<file path="src/rtl/fpu_pkg.sv">
// Shared types and constants for the binary32 add/sub datapath.
package fpu_pkg;

  localparam int EXP_W  = 8;
  localparam int FRAC_W = 23;
  localparam int BIAS   = 127;
  // Working significand: hidden bit + fraction + guard/round/sticky.
  localparam int SIG_W  = FRAC_W + 4;

  localparam logic [31:0] QNAN    = 32'h7fc00000;
  localparam logic [31:0] POS_INF = 32'h7f800000;

  typedef enum logic [2:0] {
    S_WAIT, S_UNPACK, S_ALIGN, S_ADD, S_NORMALIZE, S_ROUND, S_DONE
  } state_t;

  typedef enum logic [2:0] {
    C_ZERO, C_SUB, C_NORM, C_INF, C_NAN
  } op_class_t;

  function automatic op_class_t classify(input logic [31:0] x);
    if (x[30:23] == 8'hff) return (x[22:0] != '0) ? C_NAN : C_INF;
    if (x[30:23] == 8'h00) return (x[22:0] != '0) ? C_SUB : C_ZERO;
    return C_NORM;
  endfunction

endpackage

</file>
<file path="src/rtl/fpu_lzc.sv">
// Leading-zero counter over the working significand (27 bits -> 0..27).
import fpu_pkg::*;

module fpu_lzc (
  input  logic [SIG_W-1:0] sig,
  output logic [4:0]       count
);

  // Scan upward so the highest set bit determines the final count.
  always_comb begin
    count = 5'(SIG_W);
    for (int i = 0; i < SIG_W; i++)
      if (sig[i]) count = 5'(SIG_W - 1 - i);
  end

endmodule

</file>
<file path="src/rtl/fpu_add_rtl.sv">
// Multi-cycle binary32 adder, round-to-nearest-even, fixed latency.
// One FSM state per datapath stage; specials are resolved in UNPACK and
// ride through the pipeline so latency never depends on the operands.
import fpu_pkg::*;

module fpu_add_rtl (
  input  logic        clk,
  input  logic        reset,
  input  logic [31:0] din1,
  input  logic [31:0] din2,
  input  logic        valid,
  output logic [31:0] result,
  output logic        ready
);

  state_t state, state_nxt;
  logic   ld_in, do_unpack, do_align, do_add, do_norm, do_round, do_done;

  // state register
  always_ff @(posedge clk or posedge reset)
    if (reset) state <= S_WAIT;
    else       state <= state_nxt;

  // next-state: fixed walk through the stages, valid only matters in WAIT
  always_comb begin
    state_nxt = state;
    case (state)
      S_WAIT:      if (valid) state_nxt = S_UNPACK;
      S_UNPACK:    state_nxt = S_ALIGN;
      S_ALIGN:     state_nxt = S_ADD;
      S_ADD:       state_nxt = S_NORMALIZE;
      S_NORMALIZE: state_nxt = S_ROUND;
      S_ROUND:     state_nxt = S_DONE;
      S_DONE:      state_nxt = S_WAIT;
      default:     state_nxt = S_WAIT;
    endcase
  end

  // per-stage load strobes decoded from the state
  always_comb begin
    ld_in     = (state == S_WAIT) && valid;
    do_unpack = (state == S_UNPACK);
    do_align  = (state == S_ALIGN);
    do_add    = (state == S_ADD);
    do_norm   = (state == S_NORMALIZE);
    do_round  = (state == S_ROUND);
    do_done   = (state == S_DONE);
  end

  // ---------------- operand capture
  logic [31:0] a_q, b_q;

  // latch operands on an accepted start
  always_ff @(posedge clk or posedge reset)
    if (reset) begin
      a_q <= '0;
      b_q <= '0;
    end else if (ld_in) begin
      a_q <= din1;
      b_q <= din2;
    end

  // ---------------- UNPACK
  op_class_t   ca, cb;
  logic        special_d;
  logic [31:0] spec_val_d;

  // special-case resolution; priority: NaN, inf, zero
  always_comb begin
    ca         = classify(a_q);
    cb         = classify(b_q);
    special_d  = 1'b1;
    spec_val_d = '0;
    if (ca == C_NAN || cb == C_NAN)      spec_val_d = QNAN;
    else if (ca == C_INF && cb == C_INF) spec_val_d = (a_q[31] ^ b_q[31]) ? QNAN : a_q;
    else if (ca == C_INF)                spec_val_d = a_q;
    else if (cb == C_INF)                spec_val_d = b_q;
    else if (ca == C_ZERO && cb == C_ZERO)
      spec_val_d = {a_q[31] & b_q[31], 31'b0};
    else if (ca == C_ZERO)               spec_val_d = b_q;
    else if (cb == C_ZERO)               spec_val_d = a_q;
    else                                 special_d  = 1'b0;
  end

  logic              special_q, sa_q, sb_q;
  logic [31:0]       spec_val_q;
  logic [EXP_W-1:0]  ea_q, eb_q;
  logic [FRAC_W:0]   ma_q, mb_q;

  // split fields; subnormals get hidden bit 0 and effective exponent 1
  always_ff @(posedge clk or posedge reset)
    if (reset) begin
      special_q <= 1'b0; spec_val_q <= '0;
      sa_q <= 1'b0; sb_q <= 1'b0;
      ea_q <= '0;   eb_q <= '0;
      ma_q <= '0;   mb_q <= '0;
    end else if (do_unpack) begin
      special_q  <= special_d;
      spec_val_q <= spec_val_d;
      sa_q <= a_q[31];
      sb_q <= b_q[31];
      ea_q <= (a_q[30:23] == '0) ? 8'd1 : a_q[30:23];
      eb_q <= (b_q[30:23] == '0) ? 8'd1 : b_q[30:23];
      ma_q <= {|a_q[30:23], a_q[22:0]};
      mb_q <= {|b_q[30:23], b_q[22:0]};
    end

  // ---------------- ALIGN
  logic              a_ge;
  logic [EXP_W-1:0]  el, es, dexp;
  logic [FRAC_W:0]   ml, ms;
  logic [2*SIG_W-1:0] wide;
  logic [SIG_W-1:0]  small_d;

  // order by magnitude and shift the smaller significand, folding lost bits into sticky
  always_comb begin
    a_ge = {ea_q, ma_q} >= {eb_q, mb_q};
    el   = a_ge ? ea_q : eb_q;
    es   = a_ge ? eb_q : ea_q;
    ml   = a_ge ? ma_q : mb_q;
    ms   = a_ge ? mb_q : ma_q;
    dexp = el - es;
    wide = {ms, 3'b000, {SIG_W{1'b0}}} >> dexp;
    if (dexp >= 8'd27) small_d = {{(SIG_W-1){1'b0}}, |ms};
    else               small_d = {wide[2*SIG_W-1:SIG_W+1], wide[SIG_W] | (|wide[SIG_W-1:0])};
  end

  logic             sign_q, sub_q;
  logic [8:0]       exp_q;
  logic [SIG_W-1:0] big_q, small_q;

  // aligned operands and result sign
  always_ff @(posedge clk or posedge reset)
    if (reset) begin
      sign_q <= 1'b0; sub_q <= 1'b0; exp_q <= '0;
      big_q  <= '0;   small_q <= '0;
    end else if (do_align) begin
      sign_q  <= a_ge ? sa_q : sb_q;
      sub_q   <= sa_q ^ sb_q;
      exp_q   <= {1'b0, el};
      big_q   <= {ml, 3'b000};
      small_q <= small_d;
    end

  // ---------------- ADD
  logic [SIG_W:0] sum_q;

  // magnitude add or subtract; big >= small so no borrow out
  always_ff @(posedge clk or posedge reset)
    if (reset)       sum_q <= '0;
    else if (do_add) sum_q <= sub_q ? ({1'b0, big_q} - {1'b0, small_q})
                                    : ({1'b0, big_q} + {1'b0, small_q});

  // ---------------- NORMALIZE
  logic [4:0]       lz;
  logic [8:0]       lim, sh, nexp_d;
  logic [SIG_W-1:0] norm_d;
  logic             zero_d;

  fpu_lzc u_lzc (.sig(sum_q[SIG_W-1:0]), .count(lz));

  // carry -> shift right one; else shift left by lzc, clamped at exponent 1
  always_comb begin
    lim    = exp_q - 9'd1;
    sh     = ({4'b0, lz} > lim) ? lim : {4'b0, lz};
    zero_d = 1'b0;
    if (sum_q[SIG_W]) begin
      norm_d = {sum_q[SIG_W:2], sum_q[1] | sum_q[0]};
      nexp_d = exp_q + 9'd1;
    end else begin
      norm_d = sum_q[SIG_W-1:0] << sh;
      nexp_d = exp_q - sh;
      zero_d = (sum_q == '0);
    end
  end

  logic [SIG_W-1:0] norm_q;
  logic [8:0]       nexp_q;
  logic             zero_q;

  // normalized significand and exponent
  always_ff @(posedge clk or posedge reset)
    if (reset) begin
      norm_q <= '0; nexp_q <= '0; zero_q <= 1'b0;
    end else if (do_norm) begin
      norm_q <= norm_d;
      nexp_q <= nexp_d;
      zero_q <= zero_d;
    end

  // ---------------- ROUND
  logic          inc;
  logic [FRAC_W+1:0] rnd;
  logic [FRAC_W:0]   mant;
  logic [8:0]    rexp;
  logic [31:0]   res_d;

  // nearest-even, then pack; a leading 0 after rounding encodes a subnormal
  always_comb begin
    inc = norm_q[2] & (norm_q[1] | norm_q[0] | norm_q[3]);
    rnd = {1'b0, norm_q[SIG_W-1:3]} + {{(FRAC_W+1){1'b0}}, inc};
    if (rnd[FRAC_W+1]) begin
      mant = rnd[FRAC_W+1:1];
      rexp = nexp_q + 9'd1;
    end else begin
      mant = rnd[FRAC_W:0];
      rexp = nexp_q;
    end
    if (special_q)          res_d = spec_val_q;
    else if (zero_q)        res_d = '0;
    else if (rexp >= 9'd255) res_d = {sign_q, 31'b0} | POS_INF;
    else res_d = {sign_q, mant[FRAC_W] ? rexp[7:0] : 8'h00, mant[FRAC_W-1:0]};
  end

  logic [31:0] res_q;

  // rounded result staged for DONE
  always_ff @(posedge clk or posedge reset)
    if (reset)         res_q <= '0;
    else if (do_round) res_q <= res_d;

  // ---------------- outputs
  // registered outputs: one ready pulse per operation, result held in between
  always_ff @(posedge clk or posedge reset)
    if (reset) begin
      result <= '0;
      ready  <= 1'b0;
    end else begin
      ready <= do_done;
      if (do_done) result <= res_q;
    end

endmodule

</file>
<file path="config.mk">
export PLATFORM = sky130hd
export DESIGN_NAME = fpu_add_rtl
export DESIGN_NICKNAME = d
export VERILOG_FILES = /design/src/rtl/fpu_pkg.sv /design/src/rtl/fpu_lzc.sv /design/src/rtl/fpu_add_rtl.sv
export SDC_FILE = /design/constraint.sdc
export NUM_CORES = 1
export LEC_CHECK = 0
export BUFFER_PORTS_ARGS = -buffer_cell sky130_fd_sc_hd__buf_2
export CAP_MARGIN = 10
export CORE_MARGIN = 5
export CORE_UTILIZATION = 55
export CTS_BUF_LIST = sky130_fd_sc_hd__clkbuf_4 sky130_fd_sc_hd__clkbuf_8
export CTS_CLUSTER_SIZE = 20
export DETAILED_ROUTE_END_ITERATION = 10
export GPL_TIMING_DRIVEN = 0
export MAX_ROUTING_LAYER = met4
export PLACE_DENSITY = 0.76
export SYNTH_ARGS = -nofsm -noshare
export SYNTH_HDL_FRONTEND = slang
export SYNTH_HIERARCHICAL = 1
export SYNTH_SLANG_ARGS = --single-unit
</file>
<file path="constraint.sdc">
create_clock -name clk -period 13.3 [get_ports clk]
set_input_delay 0.665 -clock clk [delete_from_list [all_inputs] [get_ports clk]]
set_output_delay 0.665 -clock clk [all_outputs]
set_load 0.02 [all_outputs]
</file>
Yosys cells after proc, flatten, opt, wreduce, memory -nomap -nowiden
Index checks and enable logic that the tools add are counted.
- register bits: 357
- input bits: 67
- logic and storage cells: 155
- add/sub/neg operators: 8
- magnitude comparators: 4
- equality and inequality tests: 13
- shifts and indexed selects: 2
- muxes and demuxes: 81
- bitwise logic cells: 8
- reductions and logical operators: 16
- operator list (cell ; number):
    two-way mux 32 bit ; 10
    two-way mux 5 bit ; 16
    two-way mux 24 bit ; 3
    two-way mux 27 bit ; 2
    >> shifter 54 x 8 -> 54 bit ; 1
    nonzero test 23 bit ; 2
    two-way mux 8 bit ; 5
    two-way mux 3 bit ; 11
    >= comparator 32 bit ; 1
    two-way mux 4 bit ; 8
    two-way mux 31 bit ; 1
    adder 27 x 27 -> 28 bit ; 1
    zero test 28 bit ; 1
    two-way mux 28 bit ; 1
    subtractor 27 x 27 -> 28 bit ; 1
    two-way mux 9 bit ; 3
    OR reduction 27 bit ; 1
    left shift 27 x 9 -> 27 bit ; 1
    adder 24 x 1 -> 25 bit ; 1
    OR reduction 24 bit ; 1
    two-way mux 1 bit ; 18
    case mux 3 bit (6 select lines) ; 1
    equality test 8 bit, second input constant ; 2
    zero test 8 bit ; 2
    other kinds (20) ; 38

Logic depth before layout (Yosys ltp)
- depth after elaboration: 31
- gate-level depth with buffers: 28
- mapped depth without buffers: 26

Hierarchy
The synthesis kept the hierarchy.
- modules (own cells, without submodules) (module ; times used ; cells an instance ; area each (um^2)):
    fpu_add_rtl ; 1 ; 2464 ; 22133.7
    fpu_lzc ; 1 ; 51 ; 277.8

Worst setup path before layout
OpenSTA, ideal clock, no wires.
- path type: flip-flop to flip-flop
- start point: register eb_q[0]
- end point: register small_q[0]
- library setup time: 0.124 ns
- arrival: 5.627 ns
- required time: 13.176 ns
- slack: 7.549 ns
- stages on the path, launching flop included: 21
- path buffers: 4
- clock period less this slack: 5.751 ns
- cell sequence: dfrtp_1 -> inv_1 -> ha_1 -> buf_2 -> nand4_1 -> or4_4 -> a2111oi_4 -> a21oi_2 -> buf_6 -> clkbuf_1 -> buf_1 -> o21a_1 -> ha_1 -> or4_1 -> nand2_2 -> mux4_2 -> nor4_2 -> or4b_1 -> a21oi_1 -> o2bb2ai_1 -> o31a_1
- cells in the longest elaborated chain, start to end: 7
- elaborated cells on any way between the ends: 11
- RTL lines (what ; line ; source):
    start, declared ; fpu_add_rtl.sv:87 ; logic [EXP_W-1:0] ea_q, eb_q;
    start signal, assigned ; fpu_add_rtl.sv:103 ; eb_q <= (b_q[30:23] == '0) ? 8'd1 : b_q[30:23];
    >= comparator 32 bit ; fpu_add_rtl.sv:117 ; a_ge = {ea_q, ma_q} >= {eb_q, mb_q};
    two-way mux 8 bit (on tied branches) ; fpu_add_rtl.sv:118, fpu_add_rtl.sv:119 ;
    subtractor 8 bit ; fpu_add_rtl.sv:122 ; dexp = el - es;
    >> shifter 54 x 8 -> 54 bit ; fpu_add_rtl.sv:123 ; wide = {ms, 3'b000, {SIG_W{1'b0}}} >> dexp;
    OR reduction 27 bit ; fpu_add_rtl.sv:125 ; else small_d = {wide[2*SIG_W-1:SIG_W+1], wide[SIG_W] | (|wide[SIG_W-1:0])};
    bitwise OR 1 bit ; fpu_add_rtl.sv:125 ;
    two-way mux 27 bit * ; fpu_add_rtl.sv:124 ; if (dexp >= 8'd27) small_d = {{(SIG_W-1){1'b0}}, |ms};
    end signal, assigned ; fpu_add_rtl.sv:142 ; small_q <= small_d;
    end, declared ; fpu_add_rtl.sv:130 ; logic [SIG_W-1:0] big_q, small_q;
Every way passes the cells marked *; elsewhere a longest branch is shown, timed or not.
A chain may end at the register's enable or synchronous reset.

Worst setup path after layout
Same ends and word-level chain as after synthesis.

==> flow_metrics.env <==
export IMPL_outcome="finished clean"
export IMPL_vias_per_cell=6.31
export IMPL_overflow=0
export IMPL_die_w_um=212
export IMPL_fin_crit_sh=0.528
export IMPL_synth_cell_types=86
export IMPL_crit_type="reg2reg"
export IMPL_finalSetupViolCount=0
export IMPL_cts_htree_levels=2
export IMPL_startpoint="eb_q[0]"
export IMPL_dpl_cell_count=3148
export IMPL_wl_met2_mm=34.3
export IMPL_fmax_ghz=0.142
export IMPL_die_height_um=212
export IMPL_routed_wl_mm=73.3
export IMPL_grt_max_degree=141
export IMPL_cts_hold_buf=0
export IMPL_dp_slack_ps=6440
export IMPL_clock_latency_ps=690
export IMPL_rsz0062_at_grt="false"
export IMPL_synth_edf_count=0
export IMPL_first_iter_violations=2135
export IMPL_worst_pin_slew_ps=1260
export IMPL_reg2reg_from="eb_q[0]"
export IMPL_antenna_found_initial=2
export IMPL_ys_ff_latch=357
export IMPL_grt_pass1_vias=19834
export IMPL_vias=20565
export IMPL_postSynthNetCount=2684
export IMPL_cp_required_ps=13850
export IMPL_arrival_ps=7570
export IMPL_synth_warnings=6
export IMPL_critical_path_buf_inv_count=5
export IMPL_clk_pin_slew_ps=60
export IMPL_slew_limit_headroom=0.154
export IMPL_syn_inst=2515
export IMPL_fp_row_count=74
export IMPL_cts_buffers=59
export IMPL_io_pins=100
export IMPL_maxCapViolCount=0
export IMPL_path_depth=20
export IMPL_tritoncts="built"
export IMPL_cp_end_kind="register"
export IMPL_fin_area_um2=25000
export IMPL_synth_area_um2=22400
export IMPL_critPathSlowestCell="or4_4"
export IMPL_drive_gt1_frac=0.131
export IMPL_slowest_delay_ps=590
export IMPL_fin_crit_ps=7020
export IMPL_drcViolationCount=0
export IMPL_final_instance_count_excl_fill=3258
export IMPL_port_buffers=99
export IMPL_drv_slew=0
export IMPL_initial_utilization=0.553
export IMPL_hold_slack_ps=70.7
export IMPL_crit_family="simple AND/OR/NAND/NOR gates"
export IMPL_maxUsedRoutingLayer="met4"
export IMPL_core_area_um2=40600
export IMPL_grt_pass1_wl_mm=114
export IMPL_r2r_end="small_q[0]"
export IMPL_postSynth_asyncResetShare=1.00
export IMPL_track_usage=0.332
export IMPL_finalHoldViolCount=0
export IMPL_rr_worst_depth=20
export IMPL_ff2ff_setup_slack_ps=6280
export IMPL_place_area_um2=23600
export IMPL_cp_start_kind="register"
export IMPL_wl_met1_mm=30.0
export IMPL_ctsResizeCount=0
export IMPL_ys_seq_area_frac=0.399
export IMPL_syn_to_final_growth_pct=11.4
export IMPL_cts_sinks=357
export IMPL_cts_setup_buffers=0
export IMPL_min_path_type="in2async"
export IMPL_first_pass_iters=8
export IMPL_endpoint="small_q[0]"
export IMPL_die_area_um2=44900
export IMPL_syn_mean_instance_area_um2=8.91
export IMPL_dp_hpwl_mm=56.5
export IMPL_worstPathCellList="inv_1 > ha_1 > buf_2 > nand4_1 > or4_4 > a2111oi_4 > a21oi_2 > buf_6 > clkbuf_1 > buf_1 > o21a_1 > ha_1 > or4_1 > nand2_2 > mux4_2 > nor4_2 > or4b_1 > a21oi_1 > o2bb2ai_1 > o31a_1"
export IMPL_clock_path_buffers=3
export IMPL_dr_wl_met3_mm=6.05
export IMPL_nNetsFinal=2846
export IMPL_gp_congestion=1.05
export IMPL_worstPathMaxFanout=10
export IMPL_wl_per_cell_um=22.5
export IMPL_synth_ff_type="dfrtp_1"
export IMPL_ant_nets=0
export IMPL_setup_ws_ps=6280
export IMPL_cts_root_buf="clkbuf_8"
export IMPL_cp_common_cell="ha_1"
export IMPL_finalClockSkew_ps=33.4
-- cell type report --
type	instances	area (um^2)
clock buffers	96	1230
well taps	532	666
multi-input cells	1905	12500
inverters	110	420
diodes	1	2.50
plain buffers	143	558
fillers	3513	15600
flip-flops and latches	357	8930
clock inverters	13	92.6
repair buffers	101	551
-- per-layer routing --
| layer | track usage | vias to the layer above |
|---|---|---|
| met5 | - | - |
| met4 | 0.119 | 0 |
| met3 | 0.0608 | 210 |
| met2 | 0.517 | 936 |
| met1 | 0.440 | 10067 |
| li1 | - | 9352 |
-- Yosys cell counts, types with 5 or more instances --
| master | n | area (um^2) |
|---|---|---|
| o21bai_1 | 10 | 75.1 |
| a21o_1 | 12 | 90.1 |
| a211oi_1 | 5 | 37.5 |
| o21ai_0 | 214 | 1070 |
| nand2b_1 | 13 | 81.3 |
| clkbuf_1 | 123 | 462 |
| mux2_2 | 81 | 912 |
| ha_1 | 100 | 1250 |
| xnor2_1 | 43 | 377 |
| nor2_1 | 159 | 597 |
| or3_1 | 9 | 56.3 |
| buf_2 | 5 | 25.0 |
| nor2b_1 | 9 | 56.3 |
| buf_1 | 12 | 45.0 |
| a22o_1 | 10 | 87.6 |
| xor2_1 | 24 | 210 |
| o211ai_1 | 12 | 90.1 |
| nand2_1 | 514 | 1930 |
| nand3_1 | 25 | 125 |
| nor3_1 | 36 | 180 |
| o41ai_1 | 7 | 61.3 |
| mux2i_1 | 122 | 1220 |
| nand4_1 | 27 | 169 |
| or2_2 | 8 | 50.1 |
| or4_1 | 9 | 67.6 |
| mux4_2 | 32 | 721 |
| inv_1 | 108 | 405 |
| o31ai_1 | 20 | 150 |
| o22ai_1 | 5 | 31.3 |
| a222oi_1 | 7 | 70.1 |
| a221oi_1 | 20 | 175 |
| o31a_1 | 6 | 52.6 |
| and2_1 | 7 | 43.8 |
| o21a_1 | 12 | 90.1 |
| o211a_1 | 5 | 50.1 |
| dfrtp_1 | 357 | 8930 |
| o32ai_1 | 7 | 61.3 |
| and3_1 | 11 | 68.8 |
| a31oi_1 | 46 | 288 |
| a21oi_1 | 112 | 561 |
| a22oi_1 | 54 | 405 |
| nor4_1 | 43 | 269 |
-- layout by cell type (no fill, tap or decap), types with 8 or more instances in the layout --
cell / n
nor2b_1: 9
o21bai_1: 10
nor2_1: 159
nor3_1: 36
o211ai_1: 12
a21oi_1: 112
clkbuf_4: 14
clkbuf_1: 123
nand3_1: 25
or3_1: 9
a22o_1: 10
a31oi_1: 46
a221oi_1: 20
o21ai_0: 214
o31ai_1: 20
or2_2: 8
o21a_1: 12
buf_2: 104
xor2_1: 24
ha_1: 100
inv_1: 107
or4_1: 9
dfrtp_1: 357
a22oi_1: 54
and3_1: 11
mux2_2: 81
nand2b_1: 13
nand2_1: 514
nor4_1: 43
a21o_1: 12
clkbuf_8: 82
mux2i_1: 122
buf_1: 12
mux4_2: 32
xnor2_1: 43
clkinv_2: 9
nand4_1: 27
-- registers in the layout, indices dropped and copies added (netlist names), 3 cells and up --
name,cells
a_q,32
b_q,32
res_q,32
result,32
spec_val_q,32
sum_q,28
norm_q,27
small_q,27
big_q,24
ma_q,24
mb_q,24
nexp_q,9
ea_q,8
eb_q,8
exp_q,8
state,3
-- stage by stage --
stage          utilization  TNS [ps]
6_report             0.616         0
5_1_grt              0.616         0
4_1_cts              0.616         0
3_5_place_dp         0.583         0
3_3_place_gp         0.581   -212530
2_1_floorplan            -         0
-- cell families (layout without fill, tap and decap cells) --
family	count (synthesis)	count (layout)	share of synthesized area
buffers and inverters	253	463	0.0433
AO/OA/AOI/OAI	609	609	0.174
XOR/XNOR	67	67	0.0262
adder cells (fa/ha/maj)	102	102	0.0576
other	0	1	0
flip-flops	357	357	0.399
AND/OR/NAND/NOR	892	892	0.173
multiplexers	235	235	0.127
-- worst min path at each step --
stage | start | end | slack (ps)
after detailed placement | result[10] | result[10] | 460
after floorplan | res_q[0] | result[0] | 440
after global routing | reset | sum_q[21] | 130
after CTS | reset | sum_q[25] | 90
after global placement | result[2] | result[2] | 460
final | reset | sum_q[21] | 70
Power is left out: the tool's default activity adds up to more than one toggle a clock period on the data nets, which glitch-free logic cannot reach.
